==> src/rtl/reg_dump_reader_pkg.sv <==
// Shared widths, FSM state encoding and small helpers for the register dump reader.
package reg_dump_reader_pkg;

    localparam int REG_ADDR_W = 5;
    localparam int DATA_W     = 32;
    localparam int NUM_REGS   = 32;

    // Word counter must hold 1..NUM_REGS inclusive, hence one extra bit.
    localparam int CNT_W = $clog2(NUM_REGS) + 1;

    localparam logic [REG_ADDR_W-1:0] ADDR_ONE = REG_ADDR_W'(1);
    localparam logic [REG_ADDR_W-1:0] ADDR_TWO = REG_ADDR_W'(2);
    localparam logic [CNT_W-1:0]      CNT_ONE  = CNT_W'(1);
    localparam logic [CNT_W-1:0]      CNT_TWO  = CNT_W'(2);

    typedef enum logic [2:0] {
        ST_IDLE  = 3'd0,
        ST_FETCH = 3'd1,
        ST_EMIT0 = 3'd2,
        ST_EMIT1 = 3'd3,
        ST_DONE  = 3'd4
    } dump_state_t;

    // Number of words in an inclusive, wrapping address range (1..NUM_REGS).
    // The address subtraction wraps naturally in REG_ADDR_W bits.
    function automatic logic [CNT_W-1:0] word_count(
        input logic [REG_ADDR_W-1:0] first,
        input logic [REG_ADDR_W-1:0] last
    );
        logic [REG_ADDR_W-1:0] span;
        span = last - first;
        return {1'b0, span} + CNT_ONE;
    endfunction

endpackage

==> src/rtl/reg_pair_buffer.sv <==
// Two-entry capture buffer holding one pair of register-file read results.
// Entry 0 is always valid after a load; entry 1 is kept valid only when the
// caller says a second word remains, so a trailing odd read is never emitted.
module reg_pair_buffer
    import reg_dump_reader_pkg::*;
(
    input  logic              Clk,
    input  logic              Reset,
    input  logic              load,
    input  logic              keep_second,
    input  logic [DATA_W-1:0] data0,
    input  logic [DATA_W-1:0] data1,
    output logic [DATA_W-1:0] entry0,
    output logic [DATA_W-1:0] entry1,
    output logic              entry0_valid,
    output logic              entry1_valid
);

    // Capture both read ports together; reset clears contents and flags.
    always_ff @(posedge Clk or posedge Reset) begin
        if (Reset) begin
            entry0       <= '0;
            entry1       <= '0;
            entry0_valid <= 1'b0;
            entry1_valid <= 1'b0;
        end else if (load) begin
            entry0       <= data0;
            entry1       <= data1;
            entry0_valid <= 1'b1;
            entry1_valid <= keep_second;
        end
    end

endmodule

==> src/rtl/reg_dump_reader.sv <==
// Register dump reader: walks an inclusive, wrapping range of register
// addresses two at a time through a dual-read-port register file and emits
// (address, data) words over a valid/ready handshake, pulsing Done at the end.
module reg_dump_reader
    import reg_dump_reader_pkg::*;
(
    input  logic                  Clk,
    input  logic                  Reset,
    input  logic                  Start,
    input  logic [REG_ADDR_W-1:0] FirstReg,
    input  logic [REG_ADDR_W-1:0] LastReg,
    output logic [REG_ADDR_W-1:0] ReadRegister1,
    output logic [REG_ADDR_W-1:0] ReadRegister2,
    input  logic [DATA_W-1:0]     ReadData1,
    input  logic [DATA_W-1:0]     ReadData2,
    output logic                  OutValid,
    input  logic                  OutReady,
    output logic [REG_ADDR_W-1:0] OutReg,
    output logic [DATA_W-1:0]     OutData,
    output logic                  Busy,
    output logic                  Done
);

    dump_state_t           state;
    logic [REG_ADDR_W-1:0] cur;
    logic [CNT_W-1:0]      remaining;

    logic                  buf_load;
    logic                  buf_keep_second;
    logic [DATA_W-1:0]     entry0;
    logic [DATA_W-1:0]     entry1;
    logic                  entry0_valid;
    logic                  entry1_valid;

    // The pair is captured on the edge that leaves FETCH; the second word is
    // kept only if at least two words are still owed.
    assign buf_load        = (state == ST_FETCH);
    assign buf_keep_second = (remaining >= CNT_TWO);

    reg_pair_buffer u_pair_buffer (
        .Clk          (Clk),
        .Reset        (Reset),
        .load         (buf_load),
        .keep_second  (buf_keep_second),
        .data0        (ReadData1),
        .data1        (ReadData2),
        .entry0       (entry0),
        .entry1       (entry1),
        .entry0_valid (entry0_valid),
        .entry1_valid (entry1_valid)
    );

    // Dump sequencing: capture range on Start, then fetch/emit pairs until done.
    always_ff @(posedge Clk or posedge Reset) begin
        if (Reset) begin
            state     <= ST_IDLE;
            cur       <= '0;
            remaining <= '0;
        end else begin
            case (state)
                ST_IDLE: begin
                    if (Start) begin
                        cur       <= FirstReg;
                        remaining <= word_count(FirstReg, LastReg);
                        state     <= ST_FETCH;
                    end
                end
                ST_FETCH: begin
                    state <= ST_EMIT0;
                end
                ST_EMIT0: begin
                    if (OutReady) begin
                        state <= entry1_valid ? ST_EMIT1 : ST_DONE;
                    end
                end
                ST_EMIT1: begin
                    if (OutReady) begin
                        cur       <= cur + ADDR_TWO;
                        remaining <= remaining - CNT_TWO;
                        state     <= (remaining > CNT_TWO) ? ST_FETCH : ST_DONE;
                    end
                end
                ST_DONE: begin
                    state <= ST_IDLE;
                end
                default: begin
                    state <= ST_IDLE;
                end
            endcase
        end
    end

    // Moore output decode from registered state, pointer and buffer; every
    // output is zero unless its state drives it, so reset zeroes them at once.
    always_comb begin
        ReadRegister1 = '0;
        ReadRegister2 = '0;
        OutValid      = 1'b0;
        OutReg        = '0;
        OutData       = '0;
        Done          = 1'b0;
        Busy          = (state != ST_IDLE);
        case (state)
            ST_FETCH: begin
                ReadRegister1 = cur;
                ReadRegister2 = cur + ADDR_ONE;
            end
            ST_EMIT0: begin
                OutValid = entry0_valid;
                OutReg   = cur;
                OutData  = entry0;
            end
            ST_EMIT1: begin
                OutValid = entry1_valid;
                OutReg   = cur + ADDR_ONE;
                OutData  = entry1;
            end
            ST_DONE: begin
                Done = 1'b1;
            end
            default: begin
            end
        endcase
    end

endmodule

==> config.mk <==
export PLATFORM = sky130hd
export DESIGN_NAME = reg_dump_reader
export DESIGN_NICKNAME = d
export VERILOG_FILES = /design/src/rtl/reg_dump_reader_pkg.sv /design/src/rtl/reg_pair_buffer.sv /design/src/rtl/reg_dump_reader.sv
export SDC_FILE = /design/constraint.sdc
export NUM_CORES = 1
export LEC_CHECK = 0
export CORE_MARGIN = 5
export CORE_UTILIZATION = 47
export DETAILED_ROUTE_END_ITERATION = 8
export PLACE_DENSITY = 0.78
export SYNTH_ARGS = -nofsm -noshare
export SYNTH_HDL_FRONTEND = slang
export SYNTH_SLANG_ARGS = --single-unit
==> constraint.sdc <==
create_clock -name Clk -period 3.06 [get_ports Clk]
set_input_delay 0.306 -clock Clk [delete_from_list [all_inputs] [get_ports Clk]]
set_output_delay 0.306 -clock Clk [all_outputs]
set_load 0.05 [all_outputs]
==> results of run 1 <==
registers in the layout, summed over array words and instances (netlist names):
register,flops
state,3
cur,5
remaining,6
u_pair_buffer.entry1,32
u_pair_buffer.entry0_valid,1
u_pair_buffer.entry1_valid,1
u_pair_buffer.entry0,32
layout by cell type, fill, tap and decap left out, types with 3 or more instances in the layout:
cell type	count
nand2_1	202
dfrtp_1	79
clkdlybuf4s50_1	79
buf_4	50
nor2_1	45
mux2i_1	35
a21oi_1	13
o21ai_0	11
clkbuf_8	10
inv_1	9
nand3_1	8
ha_1	8
xor2_1	7
xnor2_1	6
and2_1	6
buf_12	6
nor3_1	5
nand2b_1	3
and3_1	3
nand4_1	3
critical path: stages (launching register included):
cell	delay (ns)
dfrtp_2	0.54
buf_4	0.34
buf_4	0.41
mux2i_1	0.29
nor2_1	0.09
buf_4	0.20
synthesized netlist by cell type:
| cell | n |
|---|---|
| a21boi_0 | 1 |
| nand2b_1 | 3 |
| nand4_1 | 3 |
| and2b_1 | 1 |
| nor2_1 | 46 |
| buf_6 | 2 |
| nor2b_1 | 1 |
| buf_1 | 1 |
| buf_2 | 8 |
| ha_1 | 8 |
| nand3_1 | 8 |
| mux2_2 | 1 |
| xor2_1 | 7 |
| or2_2 | 1 |
| o21ai_0 | 11 |
| a211oi_1 | 1 |
| fa_1 | 1 |
| nand3b_1 | 2 |
| clkbuf_1 | 18 |
| a21oi_1 | 13 |
| or3_1 | 2 |
| or3b_4 | 1 |
| nand2_2 | 1 |
| and4b_1 | 1 |
| and2_1 | 6 |
| nand2_1 | 202 |
| a21o_4 | 1 |
| dfrtp_1 | 80 |
| buf_4 | 1 |
| a21o_1 | 2 |
| o21ai_1 | 1 |
| nor3_2 | 1 |
| nor3b_1 | 2 |
| nand4b_1 | 1 |
| mux2i_1 | 35 |
| xnor2_1 | 6 |
| o221ai_2 | 1 |
| a21oi_4 | 1 |
| o211ai_1 | 1 |
| inv_1 | 10 |
| a41oi_1 | 1 |
| and3_1 | 3 |
| nor3_1 | 5 |
per-stage QoR:
| stage | cells | instance area (sq um) | util [%] |
|---|---|---|---|
| 2_1_floorplan | 502 | 4190 | - |
| 3_3_place_gp | 715 | 5480 | 62.9 |
| 3_5_place_dp | 715 | 5480 | 62.9 |
| 4_1_cts | 731 | 5680 | 65.1 |
| 5_1_grt | 731 | 5680 | 65.1 |
| 6_report | 731 | 5680 | 65.1 |
power by group through the flow:
stage | Sequential, mW | Combinational, mW | Clock, mW
after floorplan | 1.81 | 3.03 | 0
after global placement | 1.93 | 4.01 | 0
after detailed placement | 1.97 | 4.07 | 0
after CTS | 1.94 | 4.10 | 0.802
after global routing | 2.02 | 4.43 | 0.844
final | 1.94 | 4.06 | 0.787
worst paths after layout:
check | slack [ns] | to | cells after the start
worst min-delay path | 0.35 | u_pair_buffer.entry0[5] | 2
max in group asynchronous | 2.03 | state[0] | 3
min in group Clk | 0.48 | u_pair_buffer.entry0[7] | 2
worst min register to register | 0.48 | u_pair_buffer.entry0[7] | 2
worst max-delay path | 0.51 | OutData[0] | 5
worst max register to register | 1.06 | remaining[4] | 6
per-layer routing:
layer  vias to the layer above  global-route usage [%]  share of wire (%)
li1                       1828                       -                  -
met1                      1734                    25.9                 43
met2                        95                    34.6                 51
met3                         7                    3.79                5.4
met4                         0                    4.72               0.83
met5                         -                       0                  0
cells by family after synthesis:
logic type                 after synthesis  share of synthesized area (%)
and+or+nand+nor                        290                           28.6
DFF                                     80                           47.7
buffers and inverters                   40                           4.27
muxes                                   36                           8.62
AOI/OAI and AO/OA                       34                           5.19
xor gates and xnor gates                13                           2.72
adders and majority gates                9                           2.86
cell type report:
type                            count  area [sq um]  area share (%)
Sequential cell                    80          2000            35.3
Multi-Input combinational cell    382          2020            35.6
Clock inverter                      4          52.6           0.925
Clock buffer                       12           145            2.56
Inverter                           10          38.8           0.683
Timing Repair Buffer              135          1290            22.6
Tap cell                          108           135            2.38
==> flow_summary.json, run 1 <==
{
  "status": "finished clean",
  "grt.overflow.total": 0,
  "wl_per_cell_um": 14.7,
  "power-per-cell-area_mw_per_mm2": 1190,
  "syn_inst": 502,
  "layout.nets": 705,
  "synth_largest_area_cell": "dfrtp_1",
  "yosysUniqueCellTypes": 43,
  "timing.rr.start": "state[0]",
  "ir_drop_uv": 653,
  "skew_ns": 0.0112,
  "finalCritPeriodShare_pct": 83.2,
  "core_area_sq_mm": 0.00872,
  "timing_hold_violations_final": 0,
  "critPathLaunch": "state[0]",
  "clk_latency_ns": 0.34,
  "start_util_pct": 48.1,
  "critPathMaxFanout": 22,
  "post-route-drc-count": 0,
  "rsz0062_at_grt": "no",
  "comb_power_share_pct": 59.8,
  "clock.fmax_mhz": 393,
  "drt_first_pass_iters": 4,
  "p_int_mw": 3.35,
  "port_buffers": 127,
  "tightestPinTransition_ns": 0.654,
  "antenna_found_initial": 0,
  "clock-sinks": 80,
  "finalCriticalPeriod_ns": 2.55,
  "critical_path.endpoint_type": "primary output",
  "die_h_um": 104,
  "place_hpwl_mm": 7.95,
  "rows": 34,
  "via_count": 3664,
  "fill_cells": 743,
  "hold_buffers": 0,
  "design.portCount": 128,
  "syn2layout_area_growth_pct": 35.5,
  "hold_class": "primary input to async pin",
  "totalWireLength_mm": 10.7,
  "worst-endpoint-required_ns": 2.75,
  "drt_iter0_markers": 200,
  "drv_cap": 0,
  "place_congestion": 0.882,
  "p_total_mw": 6.79,
  "antennaDiodeCount": 0,
  "path_class": "flip-flop to primary output",
  "hold_slack_ns": 0.348,
  "ys_warn_count": 0,
  "synth.ff_latch_count": 80,
  "slew_viol_final": 0,
  "numCtsBuffers": 9,
  "ant_nets": 0,
  "cts_buffer_depth": 2,
  "swShare_pct": 50.7,
  "maxSlewHeadroom_pct": 56.4,
  "dieWidth_um": 104,
  "synth_top_area_share_pct": 47.7,
  "ys_seq_area_share_pct": 47.7,
  "p_seq_share_pct": 28.6,
  "clk_pin_slew_ns": 0.08,
  "pre_cts_ws_ns": 0.691,
  "track_usage_pct": 20.0,
  "p_clk_share_pct": 11.6,
  "grt_max_degree": 58,
  "die_area_sq_mm": 0.0109,
  "cts_resized": 0,
  "finalSetupViolCount": 0,
  "post-cts-setup-buffers": 0,
  "ctsHtreeMaxLevel": 3,
  "syn_area_per_cell_sq_um": 8.35,
  "leakagePower_nw": 2.85,
  "grt_pass1_wl_mm": 18.2,
  "synthesis.nets": 589,
  "fin_ws_ns": 0.514,
  "synthesis.area_sq_mm": 0.00419,
  "synthTopCellsByArea": "dfrtp_1, nand2_1, mux2i_1",
  "p_sw_mw": 3.44,
  "root_buffer": "clkbuf_8",
  "grt_pass1_vias": 3852,
  "drive_gt1_share_pct": 13.0,
  "avgViaCountPerCell": 5.01,
  "worstPathArrival_ns": 2.24,
  "tritoncts": "done",
  "finalSetupTns_ns": 0,
  "startpoint_type": "flip-flop"
}
No activity file was read; power rests on OpenSTA's default activity.
==> run 2, diff against run 1 <==
--- a/config.mk
+++ b/config.mk
@@ -6,9 +6,9 @@
 export NUM_CORES = 1
 export LEC_CHECK = 0
 export CORE_MARGIN = 5
-export CORE_UTILIZATION = 47
+export CORE_UTILIZATION = 43
 export DETAILED_ROUTE_END_ITERATION = 8
-export PLACE_DENSITY = 0.78
+export PLACE_DENSITY = 0.75
 export SYNTH_ARGS = -nofsm -noshare
 export SYNTH_HDL_FRONTEND = slang
 export SYNTH_SLANG_ARGS = --single-unit
==> constraint.sdc (replaced) <==
create_clock -name Clk -period 2.3 [get_ports Clk]
set_input_delay 0.23 -clock Clk [delete_from_list [all_inputs] [get_ports Clk]]
set_output_delay 0.23 -clock Clk [all_outputs]
set_load 0.05 [all_outputs]
==> run 2 against run 1 <==
Effect of this change:
- clock-buffer cell count is 2 lower
- largest power group unchanged
- setup slack lost 0.41 ns
- utilization decreased by 0.25 points
- clock skew is 0.00072 ns higher
==> flow_summary.json, run 2 (same netlist as run 1, synthesis figures left out) <==
{
  "hold_class": "primary input to async pin",
  "layout.nets": 705,
  "rsz0062_at_grt": "no",
  "drv_cap": 0,
  "root_buffer": "clkbuf_8",
  "finalCritPeriodShare_pct": 95.4,
  "final_cell_mix": "nand2_1, dfrtp_1, clkdlybuf4s50_1",
  "p_clk_share_pct": 9.6,
  "finalCriticalPeriod_ns": 2.19,
  "clk_latency_ns": 0.34,
  "finalSetupTns_ns": 0,
  "start_util_pct": 43.5,
  "wl_per_cell_um": 14.6,
  "post-cts-setup-buffers": 0,
  "critical_path.endpoint_type": "primary output",
  "tightestPinTransition_ns": 0.506,
  "grt_max_degree": 81,
  "antenna_found_initial": 0,
  "place_hpwl_mm": 8.10,
  "grt_pass1_vias": 3873,
  "place_congestion": 0.831,
  "totalWireLength_mm": 11.0,
  "utilization_pct": 64.9,
  "p_seq_share_pct": 25.2,
  "finalSetupViolCount": 0,
  "final_common_cell": "nand2_1",
  "final-seq-area_sq_mm": 0.00200,
  "leakagePower_nw": 2.99,
  "slew_viol_final": 0,
  "grt_pass1_wl_mm": 18.4,
  "fin_ws_ns": 0.106,
  "antennaDiodeCount": 0,
  "tritoncts": "done",
  "skew_ns": 0.0119,
  "path_class": "flip-flop to primary output",
  "rows": 36,
  "port_buffers": 127,
  "syn2layout_area_growth_pct": 49.2,
  "swShare_pct": 47.6,
  "p_sw_mw": 4.87,
  "track_usage_pct": 19.5,
  "numCtsBuffers": 9,
  "critPathMaxStageDelay_ns": 0.72,
  "worst-endpoint-required_ns": 2.07,
  "avgViaCountPerCell": 4.94,
  "clock-sinks": 80,
  "core_area_sq_mm": 0.00964,
  "path_cells": "or3_1 > clkdlybuf4s50_1",
  "hold_buffers": 0,
  "ir_drop_uv": 1000,
  "pre_cts_ws_ns": 0.00386,
  "via_count": 3734,
  "multi_input_area_sq_mm": 0.00202,
  "dieWidth_um": 109,
  "drt_iter0_markers": 163,
  "die_area_sq_mm": 0.0118,
  "clock.fmax_mhz": 456,
  "fill_cells": 830,
  "maxSlewHeadroom_pct": 66.2,
  "comb_power_share_pct": 65.3,
  "ant_nets": 0,
  "post-route-drc-count": 0,
  "die_h_um": 109,
  "grt.overflow.total": 0,
  "timing_hold_violations_final": 0,
  "status": "finished clean",
  "drt_first_pass_iters": 4,
  "startpoint_type": "flip-flop",
  "worstPathArrival_ns": 1.96,
  "design.portCount": 128,
  "p_int_mw": 5.36,
  "finalInstanceArea_sq_mm": 0.00625,
  "slowest_stage": "clkdlybuf4s50_1",
  "reg.largest.list": "u_pair_buffer.entry0: 32 flops, u_pair_buffer.entry1: 32 flops, remaining: 6 flops",
  "clk_pin_slew_ns": 0.09,
  "cts_resized": 1,
  "place_area_sq_mm": 0.00606,
  "power-per-cell-area_mw_per_mm2": 1640,
  "drive_gt1_share_pct": 13.5,
  "cts_buffer_depth": 2,
  "critPathMaxFanout": 10,
  "ctsHtreeMaxLevel": 3
}
==> run 2: final cells by class <==
cell class,instances,share of cell area [%]
tap,133,2.66
clock inverter,6,0.840
sequential,80,32.0
inverter,10,0.620
timing repair buffer,135,29.3
multi-input combinational,382,32.3
clock buffer,10,2.20
==> run 2: routing by layer <==
layer | share of wire (%) | global-route usage (%)
met3 | 4.1 | 2.72
met4 | 2.0 | 6.94
met1 | 43 | 25.5
met5 | 0 | 0
met2 | 51 | 33.1
==> run 2: power by group through the flow <==
stage          sequential [mW]  clock [mW]  combinational [mW]
2_1_floorplan             2.41           0                4.03
3_3_place_gp              2.55           0                6.62
3_5_place_dp              2.60           0                6.71
4_1_cts                   2.57        1.01                6.74
5_1_grt                   2.68        1.07                7.14
6_report                  2.57       0.978                6.68
==> run 2: critical path: cells and delay by family, from the launching register on <==
kind          cells  cell delay, ns
buf+inv           1            0.72
flops             1            0.53
simple gates      1            0.38
==> run 2: worst paths after layout <==
path	slack [ns]	from	end	cells past startpoint
min in group Clk	0.40	ReadData2[2]	u_pair_buffer.entry1[2]	3
worst min-delay path	0.29	Reset	u_pair_buffer.entry0[4]	3
worst max register to register	0.42	state[2]	cur[2]	5
worst max-delay path	0.11	state[2]	Busy	2
max in group asynchronous	1.66	Reset	state[0]	3
worst min register to register	0.48	u_pair_buffer.entry0[1]	u_pair_buffer.entry0[1]	2
==> run 2: through the flow <==
| stage | cells | hold WS, ns | total power, mW |
|---|---|---|---|
| floorplan | 502 | 0.335 | 6.44 |
| global placement | 740 | 0.451 | 9.17 |
| detailed placement | 740 | 0.462 | 9.31 |
| CTS | 756 | 0.301 | 10.3 |
| global route | 756 | 0.322 | 10.9 |
| finish | 756 | 0.287 | 10.2 |
==> run 3, diff against run 2 <==
--- a/config.mk
+++ b/config.mk
@@ -6,9 +6,10 @@
 export NUM_CORES = 1
 export LEC_CHECK = 0
 export CORE_MARGIN = 5
-export CORE_UTILIZATION = 43
+export CORE_UTILIZATION = 50
 export DETAILED_ROUTE_END_ITERATION = 8
-export PLACE_DENSITY = 0.75
+export DONT_BUFFER_PORTS = 1
+export PLACE_DENSITY = 0.66
 export SYNTH_ARGS = -nofsm -noshare
 export SYNTH_HDL_FRONTEND = slang
 export SYNTH_SLANG_ARGS = --single-unit
==> run 3 against run 2 <==
Effect of this change:
- cell count shrank 7.0%
- final area shrank 13%
- clock-buffer cell count grew 2
- via count shrank 2.4%
- clock skew shrank 0.0039 ns
- sequential cell count is the same
- non-clock buffer count shrank 24
- maximum frequency grew 3.0%
- sequential share of layout area grew 4.8 points
- sequential power is essentially flat
- combinational power shrank 20%
- total power shrank 13%
- critical endpoint is now ReadRegister2[3]
- largest power group unchanged
==> flow_summary.json, run 3 (same netlist as run 1, synthesis figures left out) <==
{
  "clock.fmax_mhz": 469,
  "fill_cells": 667,
  "grt_pass1_vias": 3818,
  "final-seq-area_sq_mm": 0.00200,
  "reg.largest.list": "u_pair_buffer.entry0: 32 flops, u_pair_buffer.entry1: 32 flops, remaining: 6 flops",
  "drt_first_pass_iters": 4,
  "grt.overflow.total": 0,
  "critPathMaxFanout": 27,
  "post-route-drc-count": 0,
  "critical_path.endpoint_type": "primary output",
  "core_area_sq_mm": 0.00818,
  "finalCritPeriodShare_pct": 92.6,
  "start_util_pct": 51.3,
  "place_hpwl_mm": 7.14,
  "slew_viol_final": 0,
  "status": "finished clean",
  "finalSetupTns_ns": 0,
  "dieWidth_um": 102,
  "tightestPinTransition_ns": 0.638,
  "place_congestion": 0.848,
  "ir_drop_uv": 1160,
  "p_clk_share_pct": 10.2,
  "port_buffers": 0,
  "p_total_mw": 8.86,
  "grt_pass1_wl_mm": 18.1,
  "tritoncts": "done",
  "multi_input_area_sq_mm": 0.00203,
  "rsz0062_at_grt": "no",
  "ant_nets": 0,
  "die_area_sq_mm": 0.0103,
  "p_seq_share_pct": 29.2,
  "ctsHtreeMaxLevel": 3,
  "skew_ns": 0.00800,
  "hold_slack_ns": 0.0190,
  "via_count": 3645,
  "p_sw_mw": 4.56,
  "layout.nets": 681,
  "syn2layout_area_growth_pct": 29.6,
  "die_h_um": 102,
  "drv_cap": 0,
  "timing_hold_violations_final": 0,
  "final_cell_mix": "nand2_1, dfrtp_1, dlygate4sd3_1",
  "worstPathArrival_ns": 1.90,
  "worst-endpoint-required_ns": 2.07,
  "hold_class": "primary input to flip-flop",
  "drive_gt1_share_pct": 13.5,
  "clk_pin_slew_ns": 0.07,
  "finalCriticalPeriod_ns": 2.13,
  "track_usage_pct": 22.3,
  "finalSetupViolCount": 0,
  "antenna_found_initial": 0,
  "clk_latency_ns": 0.34,
  "startpoint_type": "flip-flop",
  "totalWireLength_mm": 10.9,
  "numCtsBuffers": 9,
  "p_int_mw": 4.29,
  "final_common_cell": "nand2_1",
  "leakagePower_nw": 2.76,
  "comb_power_share_pct": 60.6,
  "wl_per_cell_um": 15.5,
  "swShare_pct": 51.5,
  "cts_buffer_depth": 2,
  "avgViaCountPerCell": 5.18,
  "design.portCount": 128,
  "rows": 33,
  "post-cts-setup-buffers": 0,
  "root_buffer": "clkbuf_8",
  "path_class": "flip-flop to primary output",
  "maxSlewHeadroom_pct": 57.4,
  "power-per-cell-area_mw_per_mm2": 1630,
  "pre_cts_ws_ns": 0.374,
  "clock-sinks": 80,
  "grt_max_degree": 45,
  "utilization_pct": 66.5,
  "drt_iter0_markers": 154,
  "antennaDiodeCount": 0,
  "fin_ws_ns": 0.170
}
[run 3: cell types whose count changed in the layout (fill, tap and decap cells not counted), moves of 2 or more]
| cell | previous run | this run |
|---|---|---|
| clkdlybuf4s50_1 | 78 | 0 |
| dlygate4sd3_1 | 0 | 55 |
| buf_12 | 50 | 8 |
| buf_4 | 7 | 48 |
| clkinvlp_4 | 2 | 0 |
| clkbuf_1 | 0 | 2 |
| clkinv_2 | 1 | 3 |
[run 3: layout make-up]
class	count	share of cell area (%)
clock buffer	12	2.67
clock inverter	3	0.345
inverter	10	0.714
multi-input combinational	382	37.3
sequential	80	36.9
tap	105	2.42
timing repair buffer	111	19.7
[run 3: final timing paths]
path                                         start  cells after the start  slack, ns                       end
min in group asynchronous                    Reset                      2       0.40   u_pair_buffer.entry1[4]
hold / removal                       ReadData2[30]                      2       0.02  u_pair_buffer.entry1[30]
setup / recovery                          state[0]                      4       0.17          ReadRegister2[3]
hold reg to reg            u_pair_buffer.entry1[0]                      2       0.48   u_pair_buffer.entry1[0]
max in group asynchronous                    Reset                      3       1.23                  state[0]
setup reg to reg                          state[0]                      5       0.49   u_pair_buffer.entry1[5]
[run 3: what timing repair did]
| action | 4_1_cts | 5_1_grt |
|---|---|---|
| setup endpoints to repair | 1 | 0 |
| hold buffers | 54 | 1 |
| resized for setup | 1 | 0 |
| endpoints found under the hold margin | 89 | 1 |
[run 3: metrics by stage]
stage / cell area [sq um] / std cells
finish: 5440 / 703
detailed placement: 4720 / 633
global route: 5440 / 703
global placement: 4720 / 633
floorplan: 4190 / 502
CTS: 5430 / 702
[run 3: per-layer routing]
layer | vias to the layer above | share of wire (%) | GRT usage, %
li1 | 1780 | - | -
met1 | 1736 | 40 | 28.1
met2 | 108 | 52 | 37.8
met3 | 21 | 5.9 | 4.41
met4 | 0 | 2.2 | 8.49
met5 | - | 0 | 0
[run 3: power by group through the flow]
stage / clock (mW) / combinational, mW / sequential [mW]
after floorplan: 0 / 4.03 / 2.41
after global placement: 0 / 5.18 / 2.58
after detailed placement: 0 / 5.27 / 2.61
after CTS: 0.932 / 5.37 / 2.59
after global routing: 0.988 / 5.82 / 2.70
final: 0.904 / 5.36 / 2.59
[run 3: worst max-delay path, stage by stage (launching register included)]
cell and delay (ns):
dfrtp_2 0.53, nand2b_1 0.17, or2_4 0.37, nor2_1 0.24, buf_4 0.24
